## src/rtl/wir_serial_loader_pkg.sv

```systemverilog
// -----------------------------------------------------------------------------
// wsp_pkg
// Shared definitions for the WIR serial loader and the logic around it.
//   - state_t  : loader sequencing states
//   - WIR_LEN  : default Wrapper Instruction Register length
//   - OPC_*    : instruction opcodes recognised by the WIR decoder
// -----------------------------------------------------------------------------
package wsp_pkg;

    typedef enum logic [2:0] {
        IDLE    = 3'd0,
        CAPTURE = 3'd1,
        SHIFT   = 3'd2,
        UPDATE  = 3'd3,
        DONE    = 3'd4
    } state_t;

    localparam int WIR_LEN = 12;

    // WIR instruction opcodes (WIR_LEN bits wide)
    localparam logic [WIR_LEN-1:0] OPC_WS_BYPASS  = 12'h000;
    localparam logic [WIR_LEN-1:0] OPC_WS_EXTEST  = 12'h492;
    localparam logic [WIR_LEN-1:0] OPC_WS_INTEST  = 12'h0A5;
    localparam logic [WIR_LEN-1:0] OPC_WS_SAMPLE  = 12'h3C3;
    localparam logic [WIR_LEN-1:0] OPC_WS_PRELOAD = 12'hFFF;

endpackage

```

## src/rtl/wir_serial_loader_if.sv

```systemverilog
// -----------------------------------------------------------------------------
// wir_serial_loader_if
// Serial/control bundle between the WIR loader and the Wrapper Instruction
// Register.
//   wsi        : serial data into the WIR
//   wir_so     : serial data out of the WIR
//   SelectWIR  : WIR select
//   CaptureWR  : capture strobe
//   ShiftWR    : shift enable
//   UpdateWR   : update strobe
// Modports: master = loader side, slave = WIR side.
// -----------------------------------------------------------------------------
interface wir_serial_loader_if;

    logic wsi;
    logic wir_so;
    logic SelectWIR;
    logic CaptureWR;
    logic ShiftWR;
    logic UpdateWR;

    modport master (
        output wsi,
        output SelectWIR,
        output CaptureWR,
        output ShiftWR,
        output UpdateWR,
        input  wir_so
    );

    modport slave (
        input  wsi,
        input  SelectWIR,
        input  CaptureWR,
        input  ShiftWR,
        input  UpdateWR,
        output wir_so
    );

endinterface

```

## src/rtl/wir_serial_loader.sv

```systemverilog
// -----------------------------------------------------------------------------
// wir_serial_loader
// Sequences one load of the IEEE 1500 Wrapper Instruction Register: optional
// CAPTURE, INSTR_W SHIFT cycles (LSB first), UPDATE, then a one-cycle DONE.
// The bits shifted out of the WIR are collected into readback (first bit at
// readback[0]) so the previously loaded instruction can be inspected.
//
// Ports:
//   WRCK        in   wrapper clock, rising edge
//   resetn      in   asynchronous active-low reset
//   start       in   load request, honoured only when idle
//   instr       in   instruction to load, sampled with start
//   capture_en  in   insert a CAPTURE cycle before shifting, sampled with start
//   wir         if   master side of the WIR serial/control bundle
//   busy        out  high whenever not idle
//   done        out  one-cycle completion pulse
//   readback    out  WIR serial output collected during the last shift
//
// All outputs are registered: each output register is loaded from the value
// the output must have in the state being entered, so outputs and state
// change on the same edge.
// -----------------------------------------------------------------------------
module wir_serial_loader
    import wsp_pkg::*;
#(
    parameter  int INSTR_W = WIR_LEN,
    localparam int CNT_W   = $clog2(INSTR_W + 1)
) (
    input  logic                   WRCK,
    input  logic                   resetn,
    input  logic                   start,
    input  logic [INSTR_W-1:0]     instr,
    input  logic                   capture_en,
    wir_serial_loader_if.master    wir,
    output logic                   busy,
    output logic                   done,
    output logic [INSTR_W-1:0]     readback
);

    localparam logic [CNT_W-1:0] LAST_CNT = CNT_W'(INSTR_W - 1);

    state_t               state_reg, state_next;
    logic [INSTR_W-1:0]   shreg_reg, shreg_next;
    logic [INSTR_W-1:0]   readback_reg, readback_next;
    logic [INSTR_W-1:0]   readback_shifted;
    logic [CNT_W-1:0]     cnt_reg, cnt_next;

    logic wsi_reg,      wsi_next;
    logic select_reg,   select_next;
    logic capture_reg,  capture_next;
    logic shift_reg,    shift_next;
    logic update_reg,   update_next;
    logic busy_reg,     busy_next;
    logic done_reg,     done_next;

    // Readback shifts right with wir_so entering at the MSB; after INSTR_W
    // shifts the first bit seen lands at bit 0. Built bitwise so that an
    // INSTR_W of 1 needs no special-cased slice.
    assign readback_shifted[INSTR_W-1] = wir.wir_so;
    generate
        for (genvar gi = 0; gi < INSTR_W - 1; gi++) begin : g_rb_shift
            assign readback_shifted[gi] = readback_reg[gi + 1];
        end
    endgenerate

    // ------------------------------------------------------------------
    // Next-state and datapath logic
    // ------------------------------------------------------------------
    always_comb begin
        state_next    = state_reg;
        shreg_next    = shreg_reg;
        readback_next = readback_reg;
        cnt_next      = cnt_reg;

        case (state_reg)
            IDLE: begin
                if (start) begin
                    shreg_next = instr;
                    cnt_next   = '0;
                    // capture_en only steers this one decision, so it is
                    // consumed at the accepting edge rather than held.
                    state_next = capture_en ? CAPTURE : SHIFT;
                end
            end
            CAPTURE: begin
                state_next = SHIFT;
            end
            SHIFT: begin
                shreg_next    = shreg_reg >> 1;
                readback_next = readback_shifted;
                cnt_next      = cnt_reg + 1'b1;
                if (cnt_reg == LAST_CNT) begin
                    state_next = UPDATE;
                end
            end
            UPDATE: begin
                state_next = DONE;
            end
            DONE: begin
                state_next = IDLE;
            end
            default: begin
                state_next = IDLE;
            end
        endcase
    end

    // ------------------------------------------------------------------
    // Output decode from the state being entered
    // ------------------------------------------------------------------
    always_comb begin
        wsi_next     = 1'b0;
        select_next  = 1'b0;
        capture_next = 1'b0;
        shift_next   = 1'b0;
        update_next  = 1'b0;
        busy_next    = (state_next != IDLE);
        done_next    = 1'b0;

        case (state_next)
            CAPTURE: begin
                select_next  = 1'b1;
                capture_next = 1'b1;
            end
            SHIFT: begin
                select_next = 1'b1;
                shift_next  = 1'b1;
                // shreg_next[0] is the bit the WIR will sample at the end
                // of this shift cycle.
                wsi_next    = shreg_next[0];
            end
            UPDATE: begin
                select_next = 1'b1;
                update_next = 1'b1;
            end
            DONE: begin
                done_next = 1'b1;
            end
            default: begin
            end
        endcase
    end

    // ------------------------------------------------------------------
    // State and output registers
    // ------------------------------------------------------------------
    always_ff @(posedge WRCK or negedge resetn) begin
        if (!resetn) begin
            state_reg    <= IDLE;
            shreg_reg    <= '0;
            readback_reg <= '0;
            cnt_reg      <= '0;
            wsi_reg      <= 1'b0;
            select_reg   <= 1'b0;
            capture_reg  <= 1'b0;
            shift_reg    <= 1'b0;
            update_reg   <= 1'b0;
            busy_reg     <= 1'b0;
            done_reg     <= 1'b0;
        end else begin
            state_reg    <= state_next;
            shreg_reg    <= shreg_next;
            readback_reg <= readback_next;
            cnt_reg      <= cnt_next;
            wsi_reg      <= wsi_next;
            select_reg   <= select_next;
            capture_reg  <= capture_next;
            shift_reg    <= shift_next;
            update_reg   <= update_next;
            busy_reg     <= busy_next;
            done_reg     <= done_next;
        end
    end

    assign wir.wsi       = wsi_reg;
    assign wir.SelectWIR = select_reg;
    assign wir.CaptureWR = capture_reg;
    assign wir.ShiftWR   = shift_reg;
    assign wir.UpdateWR  = update_reg;
    assign busy          = busy_reg;
    assign done          = done_reg;
    assign readback      = readback_reg;

endmodule

```

## src/flat_wrapper.sv

```systemverilog
// flat-port wrapper written by rule: the top's interface ports become plain ports
module wir_serial_loader_flat import wsp_pkg::*;
#(
    parameter  int INSTR_W = WIR_LEN,
    localparam int CNT_W   = $clog2(INSTR_W + 1)
)
  (WRCK, resetn, start, instr, capture_en, busy, done, readback, wir_wsi, wir_SelectWIR, wir_CaptureWR, wir_ShiftWR, wir_UpdateWR, wir_wir_so);
  wir_serial_loader_if wir_i ();
  input  logic WRCK;
  input  logic resetn;
  input  logic start;
  input  logic [INSTR_W-1:0] instr;
  input  logic capture_en;
  output logic busy;
  output logic done;
  output logic [INSTR_W-1:0] readback;
  output wire logic [$bits(wir_i.wsi)-1:0] wir_wsi;
  output wire logic [$bits(wir_i.SelectWIR)-1:0] wir_SelectWIR;
  output wire logic [$bits(wir_i.CaptureWR)-1:0] wir_CaptureWR;
  output wire logic [$bits(wir_i.ShiftWR)-1:0] wir_ShiftWR;
  output wire logic [$bits(wir_i.UpdateWR)-1:0] wir_UpdateWR;
  input wire logic [$bits(wir_i.wir_so)-1:0] wir_wir_so;
  assign wir_wsi = wir_i.wsi;
  assign wir_SelectWIR = wir_i.SelectWIR;
  assign wir_CaptureWR = wir_i.CaptureWR;
  assign wir_ShiftWR = wir_i.ShiftWR;
  assign wir_UpdateWR = wir_i.UpdateWR;
  assign wir_i.wir_so = wir_wir_so;
  wir_serial_loader #(.INSTR_W(INSTR_W)) u_core (.WRCK(WRCK), .resetn(resetn), .start(start), .instr(instr), .capture_en(capture_en), .wir(wir_i), .busy(busy), .done(done), .readback(readback));
endmodule
```

## config.mk

```make
export PLATFORM = sky130hd
export DESIGN_NAME = wir_serial_loader_flat
export DESIGN_NICKNAME = d
export VERILOG_FILES = /design/src/rtl/wir_serial_loader_pkg.sv /design/src/rtl/wir_serial_loader_if.sv /design/src/rtl/wir_serial_loader.sv /design/src/flat_wrapper.sv
export SDC_FILE = /design/constraint.sdc
export NUM_CORES = 1
export LEC_CHECK = 0
export CAP_MARGIN = 20
export CORE_MARGIN = 2
export CORE_UTILIZATION = 48
export DETAILED_ROUTE_END_ITERATION = 10
export PLACE_DENSITY = 0.73
export SYNTH_ARGS = -nofsm -noshare
export SYNTH_HDL_FRONTEND = slang
export SYNTH_SLANG_ARGS = --single-unit
```

## constraint.sdc

```tcl
create_clock -name WRCK -period 1.85 [get_ports WRCK]
set_input_delay 0.37 -clock WRCK [delete_from_list [all_inputs] [get_ports WRCK]]
set_output_delay 0.37 -clock WRCK [all_outputs]
set_load 0.02 [all_outputs]
```

==> flow_metrics.py <==
metrics = {
    "finish": {
        "final_common_cell": "nand2_1",
        "n_antenna_cell": 0,
        "nets": 204,
        "post-route-util": 0.660,
        "layout-drive-gt1-share": 0.112,
        "areaGrowthSynthToFinish_pct": 30.5,
        "nFillCells": 264,
        "multi_input_area_um2": 490,
        "layout_common_cells": "nand2_1, dfrtp_1, clkdlybuf4s50_1, inv_1, a222oi_1",
        "stdcell_area_um2": 2010,
        "regArea_um2": 951,
    },
    "critical_path": {
        "cp_max_fo": 3,
        "endpoint_kind": "primary output",
        "r2r_cells": 4,
        "crit_path_top_delay_cell": "clkdlybuf4s50_1",
        "crit_required_ps": 1480,
        "crit_family": "buffers and inverters",
        "path_buf_inv": 1,
        "path_cells": "clkdlybuf4s50_1",
        "cp.depth": 1,
        "cpPeakStageDelay_ps": 620,
        "critPathLaunchType": "flip-flop",
        "crit_type": "reg2out",
        "critical_path_arrival_ps": 1350,
    },
    "timing": {
        "slew_violations": 0,
        "slew_headroom": 0.688,
        "rsz0062_at_grt": "no",
        "tightest_slew_ps": 468,
        "fmax_mhz": 581,
        "hold_ws_ps": 64.4,
        "final.min_clock_period_ps": 1720,
        "period_share": 0.931,
        "setup_viol": 0,
        "clock_skew_ps": 6.49,
        "setup_ws_ps": 128,
        "hold_viol": 0,
    },
    "cts": {
        "clockBufferDepth": 2,
        "post_cts_resized": 0,
        "cts_made_buffers": 5,
        "postCtsHoldBufs": 0,
        "clk_latency_ps": 340,
        "cts_htree_levels": 2,
        "post_cts_buffers": 0,
        "cts.clk_slew.worst_paths_ps": 110,
        "cts_sinks": 38,
        "cts_root_buf": "clkbuf_4",
        "cts_tree": "done",
    },
    "synthesis": {
        "syn_area_per_cell_um2": 10.7,
        "ys_ff_latch": 38,
        "ys_warn_count": 0,
        "netlist_area_um2": 1540,
        "syn-instance-count": 144,
        "ys_types": 27,
        "yosysSeqAreaShare": 0.616,
        "syn_nets": 162,
    },
    "grt": {
        "antenna_found_initial": 0,
        "busiest_layer": "met2",
        "grt_usage": 0.177,
        "groute.layer.met3.usage": 0.0576,
        "grtUsageMet1": 0.232,
        "grt.overflow.total": 0,
        "use_met2": 0.281,
        "grt_pass1_wl_mm": 4.75,
        "grt_max_degree": 39,
        "grt_pass1_vias": 1077,
    },
    "power": {
        "p_leak_nw": 1.00,
        "vdd_ir_drop_max_uv": 635,
        "powerDensity_nw_per_um2": 1590,
    },
    "die": {
        "placementRows": 20,
        "io_pins": 36,
        "die_height_um": 60.7,
        "design.die.area_um2": 3690,
        "initial_core_util": 0.506,
        "core_area_um2": 3050,
        "die_x_um": 60.7,
    },
    "place": {
        "place.port_buffers": 35,
        "dp_slack_ps": -13.1,
        "placed_cell_area_um2": 1950,
        "hpwlAfterDp_mm": 2.03,
        "place.gp.congestion": 0.787,
    },
    "route": {
        "avgViaCountPerCell": 5.15,
        "vias": 1189,
        "drc": 0,
        "avgRoutedWirePerCell_um": 12.2,
        "first_pass_iters": 4,
        "drtIter0Drc": 122,
        "detail-route-antenna-nets": 0,
        "drt-total-wl_mm": 2.83,
    },
    "run": {
        "drv_cap": 0,
    },
    "hold_path": {
        "min_path_type": "in2async",
    },
    "run_status": {
        "status": "completed",
    },
}
final timing paths:
| path | from | endpoint | slack, ps |
|---|---|---|---|
| min in group WRCK | u_core.cnt_reg[3] | u_core.cnt_reg[3] | 490 |
| hold reg to reg | u_core.cnt_reg[3] | u_core.cnt_reg[3] | 490 |
| setup / recovery | u_core.readback[7] | readback[7] | 130 |
| setup reg to reg | u_core.state_reg[2] | u_core.wir.wsi | 260 |
| hold / removal | resetn | u_core.state_reg[2] | 60 |
| max in group asynchronous | resetn | u_core.readback[10] | 1460 |
where the power goes:
group / switching, mW / internal, mW / leakage (nW)
logic: 0.746 / 0.664 / 0.485
registers: 0.208 / 1.15 / 0.483
clock network: 0.252 / 0.184 / 0.0353
total: 1.21 / 2.00 / 1.00
per-layer routing:
layer / vias to the layer above / wire length [um]
met3: 5 / 184
met5: - / 0
li1: 572 / -
met1: 570 / 1250
met2: 42 / 1360
met4: 0 / 37
layout make-up:
class                           instances  share of cell area
Sequential cell                        38               0.472
Timing Repair Buffer                   44               0.205
Inverter                               12              0.0224
Clock inverter                          1             0.00248
Tap cell                               44              0.0273
Multi-Input combinational cell         85               0.243
Clock buffer                            7              0.0273
cell families (layout without fill, tap and decap cells):
logic type,after synthesis,after routing,synth area share
AO/OA/AOI/OAI,25,25,0.126
adder cells (fa/ha/maj),1,1,0.00810
buffers and inverters,21,64,0.0665
AND/OR/NAND/NOR,59,59,0.184
flip-flops,38,38,0.616
metrics by stage:
| step | instances | setup TNS, ps | total power [mW] |
|---|---|---|---|
| 2_1_floorplan | 144 | 0 | 2.24 |
| 3_3_place_gp | 223 | 0 | 2.75 |
| 3_5_place_dp | 223 | -13.1 | 2.80 |
| 4_1_cts | 231 | 0 | 3.24 |
| 5_1_grt | 231 | 0 | 3.46 |
| 6_report | 231 | 0 | 3.20 |
synth_stat cells:
cell	n	area share
a22o_1	1	0.0057
inv_1	12	0.029
ha_1	1	0.0081
nor3_1	1	0.0032
nand2_1	39	0.095
nor2b_1	2	0.0081
buf_4	1	0.0049
dfrtp_1	38	0.62
clkbuf_1	2	0.0049
nor3b_2	1	0.0081
nor2b_2	1	0.0057
a21oi_1	1	0.0032
buf_6	2	0.015
and2_1	2	0.0081
and3b_1	2	0.011
a21o_1	1	0.0049
a222oi_1	11	0.071
or3b_1	1	0.0057
nand2b_1	1	0.0041
a31oi_1	3	0.012
nand4_1	1	0.0041
nor3_4	1	0.011
o21ai_2	1	0.0057
nor2_1	6	0.015
o21ai_0	7	0.023
nor4b_1	1	0.0057
buf_2	4	0.013
Power figures use the tool's default switching activity.
